**config.mk**
```make
export PLATFORM = sky130hd
export DESIGN_NAME = ransac_inlier_counter
export DESIGN_NICKNAME = d
export VERILOG_FILES = /design/src/rtl/ransac_inlier_counter.sv
export SDC_FILE = /design/constraint.sdc
export NUM_CORES = 2
export LEC_CHECK = 0
export ABC_AREA = 0
export CORE_MARGIN = 2
export CORE_UTILIZATION = 49
export DETAILED_ROUTE_END_ITERATION = 8
export GPL_TIMING_DRIVEN = 0
export PLACE_DENSITY = 0.79
export SLEW_MARGIN = 20
export SYNTH_ARGS = -nofsm -noshare
export SYNTH_HDL_FRONTEND = slang
export SYNTH_SLANG_ARGS = --single-unit
```
**constraint.sdc**
```tcl
create_clock -name clk -period 14.6 [get_ports clk]
set_input_delay 2.92 -clock clk [delete_from_list [all_inputs] [get_ports clk]]
set_output_delay 2.92 -clock clk [all_outputs]
set_load 0.005 [all_outputs]
```
**src/rtl/ransac_inlier_counter.sv**
```systemverilog
// -----------------------------------------------------------------------------
// ransac_fixed / ransac_inlier_counter
//
// Purpose:
//   Scores one candidate plane against a stream of points. For every point the
//   signed residual n.p + d is accumulated exactly (8.24 fixed-point inputs,
//   full-precision 16.48 products) and the point is counted as an inlier when
//   |residual| <= threshold. A single multiplier is shared across the three
//   normal components, so each point takes five cycles:
//   WAIT_POINT -> MUL_X -> MUL_Y -> MUL_Z -> COMPARE.
//
// Ports:
//   clk, reset                  system clock, synchronous active-high reset
//   plane_valid / plane_ready   plane + threshold handshake (ready only in IDLE)
//   plane, threshold            candidate plane {normal.x, normal.y, normal.z, d}
//                               and non-negative distance tolerance
//   point_valid / point_ready   point handshake (ready only in WAIT_POINT)
//   point, point_last           point {x, y, z}; point_last marks the final point
//   result_valid / result_ready result handshake (valid only in RESULT)
//   inlier_count, point_count   saturating counts for the current plane
// -----------------------------------------------------------------------------

package ransac_fixed;
  // Signed 8.24 fixed point.
  typedef logic signed [31:0] fixed_t;

  typedef struct packed {
    fixed_t x;
    fixed_t y;
    fixed_t z;
  } vec3_t;

  typedef vec3_t point_t;

  typedef struct packed {
    vec3_t  normal;
    fixed_t d;
  } plane_t;
endpackage

module ransac_inlier_counter
  import ransac_fixed::*;
#(
  parameter int COUNT_WIDTH = 16
) (
  input  logic                   clk,
  input  logic                   reset,
  input  logic                   plane_valid,
  output logic                   plane_ready,
  input  plane_t                 plane,
  input  fixed_t                 threshold,
  input  logic                   point_valid,
  output logic                   point_ready,
  input  point_t                 point,
  input  logic                   point_last,
  output logic                   result_valid,
  input  logic                   result_ready,
  output logic [COUNT_WIDTH-1:0] inlier_count,
  output logic [COUNT_WIDTH-1:0] point_count
);

  typedef enum logic [2:0] {
    S_IDLE,
    S_WAIT_POINT,
    S_MUL_X,
    S_MUL_Y,
    S_MUL_Z,
    S_COMPARE,
    S_RESULT
  } state_t;

  state_t r_state;
  state_t w_next_state;

  // Captured transfer data.
  plane_t r_plane;
  fixed_t r_threshold;
  point_t r_point;
  logic   r_last;

  // 66 bits: three 64-bit products plus d << 24 cannot overflow.
  logic signed [65:0]     r_acc;
  logic [COUNT_WIDTH-1:0] r_inliers;
  logic [COUNT_WIDTH-1:0] r_points;

  logic               w_plane_xfer;
  logic               w_point_xfer;
  fixed_t             w_mul_a;
  fixed_t             w_mul_b;
  logic signed [63:0] w_mul_a_ext;
  logic signed [63:0] w_mul_b_ext;
  logic signed [63:0] w_prod;
  logic [65:0]        w_acc_abs;
  logic [65:0]        w_limit;
  logic               w_is_inlier;

  // ---------------------------------------------------------------------------
  // FSM state register
  // ---------------------------------------------------------------------------
  // NOTE: sequential state is always written with non-blocking assignments so
  // every register samples the pre-edge values of its neighbours.
  always_ff @(posedge clk) begin
    if (reset) begin
      r_state <= S_IDLE;
    end else begin
      r_state <= w_next_state;
    end
  end

  // ---------------------------------------------------------------------------
  // FSM next-state and handshake outputs
  // ---------------------------------------------------------------------------
  // NOTE: every output of a combinational block gets a default before the case,
  // so no path leaves a signal unassigned and no latch is inferred.
  always_comb begin
    w_next_state = r_state;
    plane_ready  = 1'b0;
    point_ready  = 1'b0;
    result_valid = 1'b0;
    unique case (r_state)
      S_IDLE: begin
        plane_ready = 1'b1;
        if (plane_valid) w_next_state = S_WAIT_POINT;
      end
      S_WAIT_POINT: begin
        point_ready = 1'b1;
        if (point_valid) w_next_state = S_MUL_X;
      end
      S_MUL_X:   w_next_state = S_MUL_Y;
      S_MUL_Y:   w_next_state = S_MUL_Z;
      S_MUL_Z:   w_next_state = S_COMPARE;
      S_COMPARE: w_next_state = r_last ? S_RESULT : S_WAIT_POINT;
      S_RESULT: begin
        result_valid = 1'b1;
        if (result_ready) w_next_state = S_IDLE;
      end
      default:   w_next_state = S_IDLE;
    endcase
  end

  assign w_plane_xfer = plane_valid && plane_ready;
  assign w_point_xfer = point_valid && point_ready;

  // ---------------------------------------------------------------------------
  // Shared multiplier: operand pair selected by the current MUL state.
  // ---------------------------------------------------------------------------
  always_comb begin
    w_mul_a = '0;
    w_mul_b = '0;
    case (r_state)
      S_MUL_X: begin
        w_mul_a = r_plane.normal.x;
        w_mul_b = r_point.x;
      end
      S_MUL_Y: begin
        w_mul_a = r_plane.normal.y;
        w_mul_b = r_point.y;
      end
      S_MUL_Z: begin
        w_mul_a = r_plane.normal.z;
        w_mul_b = r_point.z;
      end
      default: begin
        w_mul_a = '0;
        w_mul_b = '0;
      end
    endcase
  end

  // Operands are sign-extended to 64 bits so the low 64 bits of the product are
  // the exact signed 32x32 result.
  assign w_mul_a_ext = {{32{w_mul_a[31]}}, w_mul_a};
  assign w_mul_b_ext = {{32{w_mul_b[31]}}, w_mul_b};
  assign w_prod      = w_mul_a_ext * w_mul_b_ext;

  // Residual and threshold share the 16.48 scale of the products. The most
  // negative accumulator value is unreachable, so negation cannot overflow.
  assign w_acc_abs   = r_acc[65] ? 66'(-r_acc) : 66'(r_acc);
  assign w_limit     = {10'b0, r_threshold, 24'b0};
  assign w_is_inlier = (w_acc_abs <= w_limit);

  // ---------------------------------------------------------------------------
  // Datapath registers
  // ---------------------------------------------------------------------------
  always_ff @(posedge clk) begin
    if (reset) begin
      r_plane     <= '0;
      r_threshold <= '0;
      r_point     <= '0;
      r_last      <= 1'b0;
      r_acc       <= '0;
      r_inliers   <= '0;
      r_points    <= '0;
    end else begin
      if (w_plane_xfer) begin
        r_plane     <= plane;
        r_threshold <= threshold;
        r_inliers   <= '0;
        r_points    <= '0;
      end

      if (w_point_xfer) begin
        r_point <= point;
        r_last  <= point_last;
        // Seed with d scaled up to the 16.48 product format.
        r_acc   <= {{10{r_plane.d[31]}}, r_plane.d, 24'b0};
      end

      if (r_state == S_MUL_X || r_state == S_MUL_Y || r_state == S_MUL_Z) begin
        r_acc <= r_acc + {{2{w_prod[63]}}, w_prod};
      end

      if (r_state == S_COMPARE) begin
        // Both counters stick at all-ones rather than wrapping.
        if (r_points != '1) r_points <= r_points + COUNT_WIDTH'(1);
        if (w_is_inlier && (r_inliers != '1)) r_inliers <= r_inliers + COUNT_WIDTH'(1);
      end
    end
  end

  assign inlier_count = r_inliers;
  assign point_count  = r_points;

endmodule

```
* Word level (Yosys, flattened, before mapping)
Index checks and enable logic that the tools add are counted.
** Word-level totals
- Input port bits :: 262
- Output and inout bits :: 35
- Register bits after elaboration :: 358
- Logic and storage cells :: 57
** Operators by class
- Eq/ne operators :: 11
- Add/subtract/negate cells :: 4
- Multiplexer cells :: 19
- Reductions and logical operators :: 8
- $mul :: 1
- Order comparisons :: 1
** Operators with widths (count)
- 66-bit two-way mux :: 3
- 32-bit case mux with 3 select lines :: 2
- 16-bit two-way mux :: 6
- 66-bit adder :: 1
- 66-bit by 56-bit less-or-equal comparator with 1-bit output :: 1
- 66-bit negator :: 1
- 32-bit by 32-bit multiplier with 64-bit output :: 1
- 16-bit by 1-bit adder with 16-bit output (second input constant) :: 2
- 16-bit != test (second input constant) :: 2
- 3-bit case mux with 7 select lines :: 1
- 3-bit two-way mux :: 4
- 3-bit == test (second input constant) :: 3
- 3-bit by 2-bit == test with 1-bit output (second input constant) :: 2
- 2-bit != test (second input constant) :: 3
- 3-bit by 1-bit == test with 1-bit output (second input constant) :: 1
- 1-bit logical AND :: 3
- 3-bit logical NOT :: 1
- 1-bit two-way mux :: 3
- 3-bit AND reduction :: 1
- 1-bit logical OR :: 2
- 2-bit nonzero test :: 1

* Longest topological paths before layout
- Depth after elaboration :: 6
- Gate-level depth with buffers :: 48
- Mapped depth without buffers :: 44

* Worst setup path before layout
Ideal clock, no wire load.
- Path type :: register to register
- Start :: register r_state[0]
- End :: register r_acc[62]
- Path buffers :: 5
- Setup time :: 0.131 ns
- Data arrival time :: 10.733 ns
- Path slack :: 3.736 ns
- Period minus slack after synthesis :: 10.864 ns
- Stages on the path, launching flop included :: 44
- Data required time :: 14.469 ns
- Cells stage by stage :: dfxtp_1 clkbuf_1 clkbuf_1 buf_1 mux2i_1 o21a_1 clkbuf_1 clkbuf_1 nor2_1 fa_1 inv_1 fa_1 inv_1 fa_1 inv_1 fa_1 inv_1 fa_1 [... 8 more ...] or2_2 o21ai_1 a21oi_1 o41ai_1 o21ai_0 a2111o_1 o311ai_0 ha_1 inv_1 o21bai_1 a21o_1 a21o_1 a21o_1 a21oi_1 o221ai_1 a21oi_1 xor2_1 o22ai_1
** Between the ends
- Cells in the longest elaborated chain, start to end :: 5
- Elaborated cells on any way between the ends :: 14
- Classes of those cells :: add/sub: 1; mul: 1; eq/ne: 4; mux: 4; reduce/logical: 4
** RTL lines
- start, declared :: line 72 : state_t r_state;
- start signal, assigned :: line 106 : r_state <= w_next_state;
- 3-bit == test / 3-bit by 2-bit == test with 1-bit output (equally long branches) :: line 150, 209
- 32-bit case mux with 3 select lines :: line 150 : case (r_state)
- 32-bit by 32-bit multiplier with 64-bit output :: line 174 : assign w_prod = w_mul_a_ext * w_mul_b_ext;
- 66-bit adder :: line 210 : r_acc <= r_acc + {{2{w_prod[63]}}, w_prod};
- 66-bit two-way mux :: line 209 : if (r_state == S_MUL_X || r_state == S_MUL_Y || r_state == S_MUL_Z) begin
- end signal, assigned :: line 206 : r_acc <= {{10{r_plane.d[31]}}, r_plane.d, 24'b0};
- end signal, assigned :: line 210
- end, declared :: line 82 : logic signed [65:0] r_acc;
Parallel ways exist; a longest one is shown, timed or not.
A chain may end at the register's enable or synchronous reset.

* Worst setup path in the final report
- Start :: register r_state[0]
- End :: register r_acc[63]
Same word-level chain as after synthesis.

==> reports/qor.yml <==
sta:
  rsz0062_at_grt: "false"
  slew_violations: 0
  finalCriticalPeriod_ns: 14.13
  tns_ns: 0
  setup_viol: 0
  hold_viol: 0
  skew_ns: 0.0488
  fmax_mhz: 70.8
  slew-limit-headroom: 0.140
  max_slew.worst_pin.slew_ns: 1.29
  period_share: 0.968
synth:
  synth_ff_type: "dfxtp_1"
  synth_edf_count: 0
  synth.avg_cell_area_um2: 8.41
  post-synth-top-area-cell: "fa_1"
  netlist_area_um2: 54700
  syn-num-nets: 8141
  yosys.area.top_type_share: 0.396
  synth_sequential_area_ratio: 0.131
  yosys_register_bits: 358
  ys_warn_count: 0
  syn_inst: 6510
  synth_cell_types: 87
  async_flop_share: 0
  synth.area.top_cells: "fa_1 40%, dfxtp_1 13%, nand2_1 8.8%"
grt:
  grt_antenna_before_repair: 11
  grt_pass1_vias: 50000
  grt_pass1_wl_um: 332000
  grt_use_total: 0.401
  grt_overflow: 0
  grt_max_degree: 24
route:
  drt_iter0_drc: 5528
  viasPerCell: 5.88
  vias: 49300
  detail-route-antenna-nets: 0
  drt_wl_total_um: 231000
  drcViolationCount: 0
  wl_per_cell_um: 27.5
  dr.pass1.iters: 8
cts:
  h-tree-depth: 2
  clock_latency_ns: 0.63
  numClockSinks: 358
  cts_buffer_depth: 3
  clkTransAtPathRegs_ns: 0.07
  cts_made_buffers: 40
  cts_hold_buffers: 0
  cts_tree: "yes"
  clockRootBuffer: "clkbuf_16"
floorplanning:
  die_h_um: 338
  io_pins: 297
  rows: 122
  die_w_um: 338
  initial_core_util: 0.495
  die-area_um2: 114000
  coreArea_um2: 111000
worst_setup_path:
  worstSetupEndpointType: "register"
  timing.critical_path.from_type: "register"
  cp.arrival_ns: 14.62
  crit_type: "reg2reg"
  critPathSlowestCell: "clkdlybuf4s15_1"
  critPathMaxStageDelay_ns: 0.84
  cp.required_ns: 15.09
  cp_max_fo: 10
  cpMostUsedCell: "fa_1"
worst_hold_path:
  worstHoldPathType: "reg2reg"
power_and_ir_drop:
  p_leak_nw: 27.2
  pwr_density_cell_nw_per_um2: 87.4
  ir_worst_vdd_uv: 101
layout:
  fin_nets: 8482
  syn_to_final_growth_pct: 11.9
  instances_no_fill: 8380
  drive_gt1_frac: 0.0341
  fin_util: 0.554
placement:
  dp_hpwl_um: 192000
  gp_congestion: 1.10
  io_buffers: 296
  place_inst: 8302
run_status:
  outcome: "completed"
job:
  cap_violations: 0
==> stage by stage <==
step / hold slack, ns / instance area [µm²] / power, mW / setup slack, ns
finish: 0.455 / 61300 / 5.36 / 0.469
global route: 0.469 / 61200 / 5.54 / 0.0862
CTS: 0.455 / 61000 / 5.19 / 0.0215
detailed placement: 0.446 / 59700 / 4.12 / -0.109
global placement: 0.442 / 59600 / 4.08 / -0.897
floorplan: 0.432 / 54700 / 2.92 / 3.74
==> state kept, by name, summed over array words and instances, names as in the netlist <==
register      count
r_plane         128
point_count      16
r_state           3
r_point          96
r_threshold      32
r_last            1
inlier_count     16
r_acc            66
==> placed cells by master, fill, tap and decap left out, types with 28 or more instances in the layout <==
cell type / instances
dfxtp_1: 358
clkbuf_16: 40
clkbuf_1: 258
nand2_1: 1278
a311oi_1: 28
o21ai_1: 42
a21oi_1: 423
clkbuf_2: 58
xor2_1: 41
nand3_1: 48
nor2_1: 679
o21ai_0: 101
o21a_1: 67
nand4_1: 35
xnor2_1: 116
fa_1: 1081
and2_1: 28
clkdlybuf4s50_1: 296
a21o_1: 73
o21ai_2: 28
inv_1: 981
mux2i_1: 61
ha_1: 286
nor3_1: 35
==> cell type report <==
class / instances / area [µm²]
clock buffers: 49 / 1080
clock inverters: 24 / 267
diodes: 10 / 25.0
well taps: 1488 / 1860
plain buffers: 344 / 1420
fillers: 10300 / 49400
repair buffers: 304 / 3040
inverters: 981 / 3680
flip-flops and latches: 358 / 7170
multi-input cells: 4822 / 42700
==> logic make-up (layout without fill, tap and decap cells) <==
group / after synthesis / after routing / synth area share
buffers and inverters: 1330 / 1702 / 0.0914
XOR/XNOR: 157 / 157 / 0.0251
other: 0 / 10 / 0
flip-flops: 358 / 358 / 0.131
multiplexers: 70 / 70 / 0.0128
adder cells (fa/ha/maj): 1369 / 1369 / 0.462
AND/OR/NAND/NOR: 2263 / 2263 / 0.170
AO/OA/AOI/OAI: 963 / 963 / 0.108
==> worst max-delay path, delay by kind of cell, from the launching register on <==
| family | cells | cell delay [ns] |
|---|---|---|
| AO/OA/AOI/OAI | 10 | 3.50 |
| AND/OR/NAND/NOR | 9 | 2.30 |
| multiplexers | 2 | 0.84 |
| buffers and inverters | 8 | 2.23 |
| XOR/XNOR | 1 | 0.15 |
| adder cells (fa/ha/maj) | 10 | 4.64 |
| flip-flops | 1 | 0.30 |
==> per-layer routing <==
layer / routed length, µm / vias to the layer above / track usage
met3: 29700 / 784 / 0.139
met4: 18900 / 20 / 0.268
li1: - / 20900 / -
met2: 96100 / 3100 / 0.584
met1: 85800 / 24500 / 0.505
met5: 259 / - / 0
==> final timing paths <==
kind	start	endpoint	slack [ns]	cells after the start
setup / recovery	r_state[0]	r_acc[63]	0.47	40
hold / removal	r_point[20]	r_point[20]	0.46	2
setup reg to reg	r_state[0]	r_acc[63]	0.47	40
hold reg to reg	r_point[20]	r_point[20]	0.46	2
==> report_power, final <==
part | switching, mW | leakage, nW | internal [mW] | total (mW)
Sequential | 0.199 | 2.91 | 1.16 | 1.36
Clock | 0.491 | 0.661 | 0.580 | 1.07
Combinational | 2.09 | 23.6 | 0.830 | 2.92
Total | 2.78 | 27.2 | 2.57 | 5.36
==> synthesized netlist by cell type (22+ instances only) <==
cell / number
and2_1: 28
a21o_1: 73
nor2_1: 679
nand3_1: 48
o21ai_0: 114
a21oi_1: 425
xnor2_1: 116
o21ai_1: 50
nor3_1: 35
dfxtp_1: 358
buf_1: 32
inv_1: 981
a311oi_1: 29
a211oi_1: 23
ha_1: 286
nand4_1: 35
and3_1: 27
o21a_1: 74
fa_1: 1083
nand2_1: 1278
or3_1: 22
xor2_1: 41
nand2b_1: 22
mux2i_1: 68
clkbuf_1: 315
==> repair_timing <==
action	4_1_cts	5_1_grt
gates resized for setup	4	157
setup endpoints to repair	3	14
setup buffers	0	0
pin swaps	0	0
endpoints found under the hold margin	0	0
No activity file was read; power rests on OpenSTA's default activity.
